## config.mk

```make
export PLATFORM = sky130hd
export DESIGN_NAME = e_mdu_issue_flat
export DESIGN_NICKNAME = d
export VERILOG_FILES = /design/src/rtl/e_mdu_issue_pkg.sv /design/src/rtl/e_mdu_issue_if.sv /design/src/rtl/e_mdu_issue.sv /design/src/flat_wrapper.sv
export SDC_FILE = /design/constraint.sdc
export NUM_CORES = 1
export LEC_CHECK = 0
export CAP_MARGIN = 40
export CELL_PAD_IN_SITES_DETAIL_PLACEMENT = 1
export CELL_PAD_IN_SITES_GLOBAL_PLACEMENT = 1
export CORE_AREA = 3 3 99 72
export DETAILED_ROUTE_END_ITERATION = 12
export DIE_AREA = 0 0 102 75
export PLACE_DENSITY_LB_ADDON = 0.1
export REMOVE_ABC_BUFFERS = 1
export SYNTH_ARGS = -nofsm -noshare
export SYNTH_HDL_FRONTEND = slang
export SYNTH_SLANG_ARGS = --single-unit
```

## constraint.sdc

```tcl
create_clock -name clk -period 1.37 [get_ports clk]
set_input_delay 0.274 -clock clk [delete_from_list [all_inputs] [get_ports clk]]
set_output_delay 0.274 -clock clk [all_outputs]
set_load 0.02 [all_outputs]
```

## src/rtl/e_mdu_issue_pkg.sv

```systemverilog
`default_nettype none
// ============================================================================
//  Module   : e_mdu_issue_pkg
//  Purpose  : mduOp encodings, MDU latency defaults and op-class helpers
//  Revision : 1.0
// ============================================================================
package e_mdu_issue_pkg;

    localparam logic [3:0] c_MDUOP_NONE  = 4'd0;
    localparam logic [3:0] c_MDUOP_MULT  = 4'd1;
    localparam logic [3:0] c_MDUOP_MULTU = 4'd2;
    localparam logic [3:0] c_MDUOP_DIV   = 4'd3;
    localparam logic [3:0] c_MDUOP_DIVU  = 4'd4;
    localparam logic [3:0] c_MDUOP_MTHI  = 4'd5;
    localparam logic [3:0] c_MDUOP_MTLO  = 4'd6;
    localparam logic [3:0] c_MDUOP_MFHI  = 4'd7;
    localparam logic [3:0] c_MDUOP_MFLO  = 4'd8;

    localparam int c_MDU_MULT_CYCLES = 5;
    localparam int c_MDU_DIV_CYCLES  = 10;

    typedef enum logic [0:0] {
        ST_IDLE = 1'b0,
        ST_RUN  = 1'b1
    } mdu_state_t;

    function automatic logic op_is_div(input logic [3:0] op);
        return (op == c_MDUOP_DIV) || (op == c_MDUOP_DIVU);
    endfunction

    function automatic logic op_is_muldiv(input logic [3:0] op);
        return (op == c_MDUOP_MULT) || (op == c_MDUOP_MULTU) || op_is_div(op);
    endfunction

    function automatic logic op_is_mt(input logic [3:0] op);
        return (op == c_MDUOP_MTHI) || (op == c_MDUOP_MTLO);
    endfunction

endpackage
`default_nettype wire

```

## src/rtl/e_mdu_issue_if.sv

```systemverilog
`default_nettype none
// ============================================================================
//  Module   : e_mdu_issue_if
//  Purpose  : Start/busy/result link between the issue front-end and e_mdu
//  Revision : 1.0
// ============================================================================
interface e_mdu_issue_if;
    logic        mdu_start;
    logic        mdu_busy;
    logic [31:0] mdu_hi;
    logic [31:0] mdu_lo;

    modport master (output mdu_start, input mdu_busy, mdu_hi, mdu_lo);
    modport slave  (input mdu_start, output mdu_busy, mdu_hi, mdu_lo);
endinterface
`default_nettype wire

```

## src/rtl/e_mdu_issue.sv

```systemverilog
`default_nettype none
// ============================================================================
//  Module   : e_mdu_issue
//  Purpose  : E-stage issue/hazard front-end for e_mdu: start pulse, shadow
//             busy countdown, D-stage HI/LO stall and mfhi/mflo read mux
//  Revision : 1.0
// ============================================================================
module e_mdu_issue
    import e_mdu_issue_pkg::*;
#(
    parameter int MULT_CYCLES = c_MDU_MULT_CYCLES,
    parameter int DIV_CYCLES  = c_MDU_DIV_CYCLES,
    parameter int CNT_W       = 4
) (
    input  wire logic              clk,
    input  wire logic              reset,
    input  wire logic [3:0]        e_mduOp,
    input  wire logic              e_valid,
    input  wire logic              e_hold,
    input  wire logic              e_flush,
    input  wire logic              d_is_md,
    e_mdu_issue_if.master          mdu,
    output logic                   stall_md,
    output logic [31:0]            md_rd_data,
    output logic                   sync_err
);

    logic [CNT_W-1:0] r_cnt;
    logic             r_issued;
    logic             r_sync_err;
    mdu_state_t       r_state;

    logic w_is_muldiv;
    logic w_is_mt;
    logic w_is_div;
    logic w_shadow_busy;
    logic w_start;

    assign w_is_muldiv   = op_is_muldiv(e_mduOp);
    assign w_is_mt       = op_is_mt(e_mduOp);
    assign w_is_div      = op_is_div(e_mduOp);
    assign w_shadow_busy = (r_state == ST_RUN);

    // The idle gate alone makes a start during RUN impossible.
    assign w_start = ~reset & e_valid & ~e_flush & ~r_issued
                   & (w_is_muldiv | w_is_mt) & ~w_shadow_busy;

    assign mdu.mdu_start = w_start;

    // Start cycle is included because e_mdu has not raised busy yet.
    assign stall_md = ~reset & d_is_md & (w_start | w_shadow_busy | mdu.mdu_busy);

    assign sync_err = r_sync_err;

    always_comb begin
        md_rd_data = 32'd0;
        case (e_mduOp)
            c_MDUOP_MFHI: md_rd_data = mdu.mdu_hi;
            c_MDUOP_MFLO: md_rd_data = mdu.mdu_lo;
            default:      md_rd_data = 32'd0;
        endcase
    end

    always_ff @(posedge clk) begin
        if (reset) begin
            r_cnt      <= '0;
            r_issued   <= 1'b0;
            r_sync_err <= 1'b0;
            r_state    <= ST_IDLE;
        end else begin
            // A held instruction must not restart the MDU on re-presentation.
            if (!e_hold) begin
                r_issued <= 1'b0;
            end else if (w_start) begin
                r_issued <= 1'b1;
            end

            case (r_state)
                ST_IDLE: begin
                    if (w_start && w_is_muldiv) begin
                        r_cnt   <= w_is_div ? CNT_W'(DIV_CYCLES) : CNT_W'(MULT_CYCLES);
                        r_state <= ST_RUN;
                    end
                end
                ST_RUN: begin
                    r_cnt <= r_cnt - 1'b1;
                    if (r_cnt == CNT_W'(1)) begin
                        r_state <= ST_IDLE;
                    end
                end
                default: begin
                    r_cnt   <= '0;
                    r_state <= ST_IDLE;
                end
            endcase

            if (!w_start && (w_shadow_busy != mdu.mdu_busy)) begin
                r_sync_err <= 1'b1;
            end
        end
    end

endmodule
`default_nettype wire

```

## src/flat_wrapper.sv

```systemverilog
// flat-port wrapper written by rule: the top's interface ports become plain ports
module e_mdu_issue_flat import e_mdu_issue_pkg::*;
#(
    parameter int MULT_CYCLES = c_MDU_MULT_CYCLES,
    parameter int DIV_CYCLES  = c_MDU_DIV_CYCLES,
    parameter int CNT_W       = 4
)
  (clk, reset, e_mduOp, e_valid, e_hold, e_flush, d_is_md, stall_md, md_rd_data, sync_err, mdu_mdu_start, mdu_mdu_busy, mdu_mdu_hi, mdu_mdu_lo);
  e_mdu_issue_if mdu_i ();
  input  wire logic clk;
  input  wire logic reset;
  input  wire logic [3:0] e_mduOp;
  input  wire logic e_valid;
  input  wire logic e_hold;
  input  wire logic e_flush;
  input  wire logic d_is_md;
  output logic stall_md;
  output logic [31:0] md_rd_data;
  output logic sync_err;
  output wire logic [$bits(mdu_i.mdu_start)-1:0] mdu_mdu_start;
  input wire logic [$bits(mdu_i.mdu_busy)-1:0] mdu_mdu_busy;
  input wire logic [$bits(mdu_i.mdu_hi)-1:0] mdu_mdu_hi;
  input wire logic [$bits(mdu_i.mdu_lo)-1:0] mdu_mdu_lo;
  assign mdu_mdu_start = mdu_i.mdu_start;
  assign mdu_i.mdu_busy = mdu_mdu_busy;
  assign mdu_i.mdu_hi = mdu_mdu_hi;
  assign mdu_i.mdu_lo = mdu_mdu_lo;
  e_mdu_issue #(.MULT_CYCLES(MULT_CYCLES), .DIV_CYCLES(DIV_CYCLES), .CNT_W(CNT_W)) u_core (.clk(clk), .reset(reset), .e_mduOp(e_mduOp), .e_valid(e_valid), .e_hold(e_hold), .e_flush(e_flush), .d_is_md(d_is_md), .mdu(mdu_i), .stall_md(stall_md), .md_rd_data(md_rd_data), .sync_err(sync_err));
endmodule
```

After elaboration in Yosys (flattened, before gate mapping)
Cells that the tools add are included.
Widths: inputs -> output; s select.
- register bits after elaboration: 7
- output and inout bits: 35
- logic and storage cells: 46
- $add $sub $neg: 1
- eq/ne operators: 11
- muxes and demuxes: 7
- bitwise operators: 15
- reduce and logical (&&, ||, !) cells: 8
- operators with widths (cell ; number):
    $pmux 32 s2 ; 1
    $eq 4x3->1 const B ; 4
    $eq 4x1->1 const B ; 2
    $eq 4x2->1 const B ; 2
    $mux 4 ; 2
    $pmux 4 s2 ; 1
    $and 1x1->1 ; 7
    $not 1->1 ; 5
    $eq 4x4->1 const B ; 1
    $logic_or 1x1->1 ; 4
    $sub 4x1->4 const B ; 1
    $or 1x1->1 ; 3
    $logic_and 1x1->1 ; 2
    $mux 1 ; 2
    $ne 2x2->1 const B ; 1
    $pmux 1 s2 ; 1
    $reduce_or 2->1 ; 1
    $logic_not 1->1 ; 1
    $ne 1x1->1 ; 1

Logic depth before layout (Yosys ltp)
- depth after elaboration: 9
- depth in mapped cells: 5
- depth with buffers taken out: 5

Least setup slack after synthesis
No wires, ideal clock.
- path type: in2out
- from: in e_mduOp[0]
- to: out md_rd_data[0]
- data arrival time: 1.252 ns
- required time: 1.096 ns
- setup slack: -0.156 ns
- cell stages on the path: 3
- cells stage by stage: nor4b_2 > clkbuf_1 > a22o_1
- word-level cells in the longest chain between the ends: 2
- ends and longest elaborated chain (element ; RTL line ; RTL):
    start, declared ; flat_wrapper.sv:12 ; input wire logic [3:0] e_mduOp;
    $eq 4x4->1 or $eq 4x3->1 (tied branches) ; e_mdu_issue.sv:57 ; case (e_mduOp)
    $pmux 32 s2 (*) ; e_mdu_issue.sv:57 ;
    end, declared ; flat_wrapper.sv:18 ; output logic [31:0] md_rd_data;
Every way passes the cells marked *; elsewhere a longest branch is shown, timed or not.

Final worst setup path
- from: in e_mduOp[0]
- to: out stall_md
- word-level cells in the longest chain between the ends: 9
- ends and longest elaborated chain (element ; RTL line ; RTL):
    $eq 4x1->1 (tied with other cells) ; e_mdu_issue_pkg.sv:32 ; return (op == c_MDUOP_MULT) || (op == c_MDUOP_MULTU) || op_is_div(op);
    $logic_or 1x1->1, on equally long branches ; e_mdu_issue_pkg.sv:32, e_mdu_issue_pkg.sv:28 ;
    $logic_or 1x1->1 ; e_mdu_issue_pkg.sv:32 ;
    $or 1x1->1 (*) ; e_mdu_issue.sv:46 ; & (w_is_muldiv | w_is_mt) & ~w_shadow_busy;
    $and 1x1->1 (*) (2 in series) ; e_mdu_issue.sv:46 ;
    $or 1x1->1 (*) (2 in series) ; e_mdu_issue.sv:51 ; assign stall_md = ~reset & d_is_md & (w_start | w_shadow_busy | mdu.mdu_busy);
    $and 1x1->1 (*) ; e_mdu_issue.sv:51 ;
    end, declared ; flat_wrapper.sv:17 ; output logic stall_md;
Marks and branches as above.

==> impl_metrics.tcl <==
set metrics [dict create \
    yosysUniqueCellTypes 31 \
    pwr-share-comb 0.508 \
    grt_pass1_wl_mm 7.49 \
    antenna_found_initial 0 \
    cts_inserted_buffers 3 \
    synth-edff-count 0 \
    fp.dieArea_sq_um 7650 \
    p_per_area_nw_per_um2 434 \
    initial_core_util 0.129 \
    max_freq_ghz 0.621 \
    synth_commonest_cells "a22o_1 (32), clkbuf_1 (9), dfxtp_1 (7)" \
    clock_power_share 0.286 \
    nFillCells 715 \
    synth_seq_cells 7 \
    io_pins 110 \
    die_h_microns 75 \
    crit_slowest_cell "or3_4" \
    crit_arrival_ps 1340 \
    layout.cells.non_filler 305 \
    coreArea_sq_um 6250 \
    synth_warnings 0 \
    die_x_microns 102 \
    relSlewSlack 0.813 \
    vias 1377 \
    violations "negative setup slack" \
    cts_tree "done" \
    nNetsFinal 305 \
    cts-root-buf "clkbuf_8" \
    avgSynthCellArea_sq_um 8.25 \
    end_kind "output port" \
    critical-path-max-stage-delay_ps 380 \
    clk_latency_ps 230 \
    globalRouteOverflowTotal 0 \
    peakVddDrop_v 0.000369 \
    grt_max_degree 17 \
    netlist_area_sq_um 808 \
    drive_above_1_share 0.357 \
    synth_top_area_share 0.347 \
    worst_slew_pin_slew_ps 276 \
    multi_input_area_sq_um 692 \
    cts.sinks 7 \
    htreeDepth 1 \
    grt_pass1_vias 1410 \
    critPathTopFamily "simple AND/OR/NAND/NOR gates" \
    clk_pin_slew_ps 40 \
    synth_cells 98 \
    dp_hpwl_mm 4.15 \
    crit_required_ps 1100 \
    dpl_worst_slack_ps -1080 \
    fin_ws_ps -239 \
    internal_power_mw 0.763 \
    synth_async_sr_flop_share 0 \
    antennaDiodeCount 0 \
    seq_power_share 0.206 \
    drc 0 \
    cp_max_fo 3 \
    period_share 1.17 \
    grtUsageTotal 0.128 \
    placed_cells 294 \
    maxCapViolations 0 \
    p_leak_nw 1.01 \
    hp-class "reg2reg" \
    post-synth-top-count-cell "a22o_1" \
    drt_iter0_markers 15 \
    yosysTopAreaCell "a22o_1" \
    crit_type "in2out" \
    slew_violations 0 \
    gp_congestion 0.714 \
    setup_violations 34 \
    io_buffers 109 \
    regArea_sq_um 141 \
    ys_seq_area_frac 0.173 \
    synth-main-ff-cell "dfxtp_1" \
    postCtsHoldBufs 0 \
    drtAntennaViolNets 0 \
    skew_ps 0.749 \
    areaGrowthSynthToFinish_pct 200 \
    clockBufferDepth 2 \
    routedWlPerCell_microns 17.8 \
    synth_area_leaders "a22o_1 (35%), dfxtp_1 (17%), clkbuf_1 (4.2%)" \
    status "complete, but fails checks" \
    num_rows 24 \
    hold_viol_final 0 \
    p_sw_mw 0.291 \
    fin_worst_hold_slack_ps 520 \
    swShare 0.276 \
    path_cells "buf_8 > or3_4 > nand4b_1 > nand2b_1 > o211a_1 > buf_6" \
    start_kind "primary input" \
    min_period_ps 1610 \
    vias_per_cell 4.51 \
    critPathBufInv 2 \
    dr.pass1.iters 4 \
    rsz0062_at_grt "true" \
    wirelength_mm 5.43 \
]
-- state kept, by name, indices dropped and copies added, names as in the netlist --
signal,flops
u_core.sync_err,1
u_core.r_cnt,4
u_core.r_issued,1
u_core.r_state,1
-- stage by stage --
stage               power, mW  cell area, sq um  TNS, ps   util
CTS                      1.05              2320    -5180  0.371
global placement        0.690              2130   -37380  0.341
global route             1.11              2430    -8670  0.389
detailed placement      0.701              2130   -39050  0.341
finish                   1.05              2430    -6900  0.389
floorplan               0.349               774   -32990      -
-- worst paths after layout --
check | startpoint | slack (ps) | cells after the start | endpoint
max | e_mduOp[0] | -240 | 6 | stall_md
min | u_core.sync_err | 520 | 2 | u_core.sync_err
max reg2reg | u_core.r_issued | 120 | 6 | u_core.r_state
min reg2reg | u_core.sync_err | 520 | 2 | u_core.sync_err
-- final cells by class --
class | instances | share of cell area
Tap cell | 78 | 0.0402
Clock buffer | 4 | 0.0186
Multi-Input combinational cell | 78 | 0.285
Inverter | 4 | 0.00619
Sequential cell | 7 | 0.0582
Timing Repair Buffer | 134 | 0.592
-- layer usage --
layer,part of all wire,global-route usage
met4,0.011,0.0349
met1,0.37,0.143
met2,0.57,0.251
met5,0,0
met3,0.050,0.0241
-- cell usage in the layout (no fill, tap or decap), drive strengths merged, types with 2 or more instances in the layout --
cell type	n
a21oi	2
a22o	32
a311oi	3
a31o	2
buf	62
clkbuf	5
clkdlybuf4s50	67
dfxtp	7
dlygate4sd2	3
ha	2
inv	4
nand2b	4
nand3	3
nand3b	2
nor2	5
nor3	4
nor4b	2
o211a	2
or3	2
xor2	2
-- worst min-delay path: stages (launching register included) --
cell,delay (ps)
dfxtp_1,320
inv_1,70
a311oi_1,70
-- timing repair --
item	CTS	global route
gates cloned	2	1
pin swaps	8	8
endpoints found under the setup margin	42	40
resized for setup	237	18
setup buffers	4	2
-- kinds of logic after synthesis --
kind of cell / count (synthesis) / synth area share
fa+ha+maj: 2 / 0.0310
flops: 7 / 0.173
compound gates: 47 / 0.492
buf+inv: 13 / 0.0604
xor+xnor: 2 / 0.0217
simple gates: 27 / 0.221
-- power by group through the flow --
stage / combinational [mW] / clock, mW / sequential, mW
after detailed placement: 0.480 / 0 / 0.221
after global placement: 0.470 / 0 / 0.219
after floorplan: 0.127 / 0 / 0.222
after global routing: 0.570 / 0.322 / 0.218
after CTS: 0.516 / 0.313 / 0.217
final: 0.536 / 0.301 / 0.217
Power figures use the tool's default switching activity.
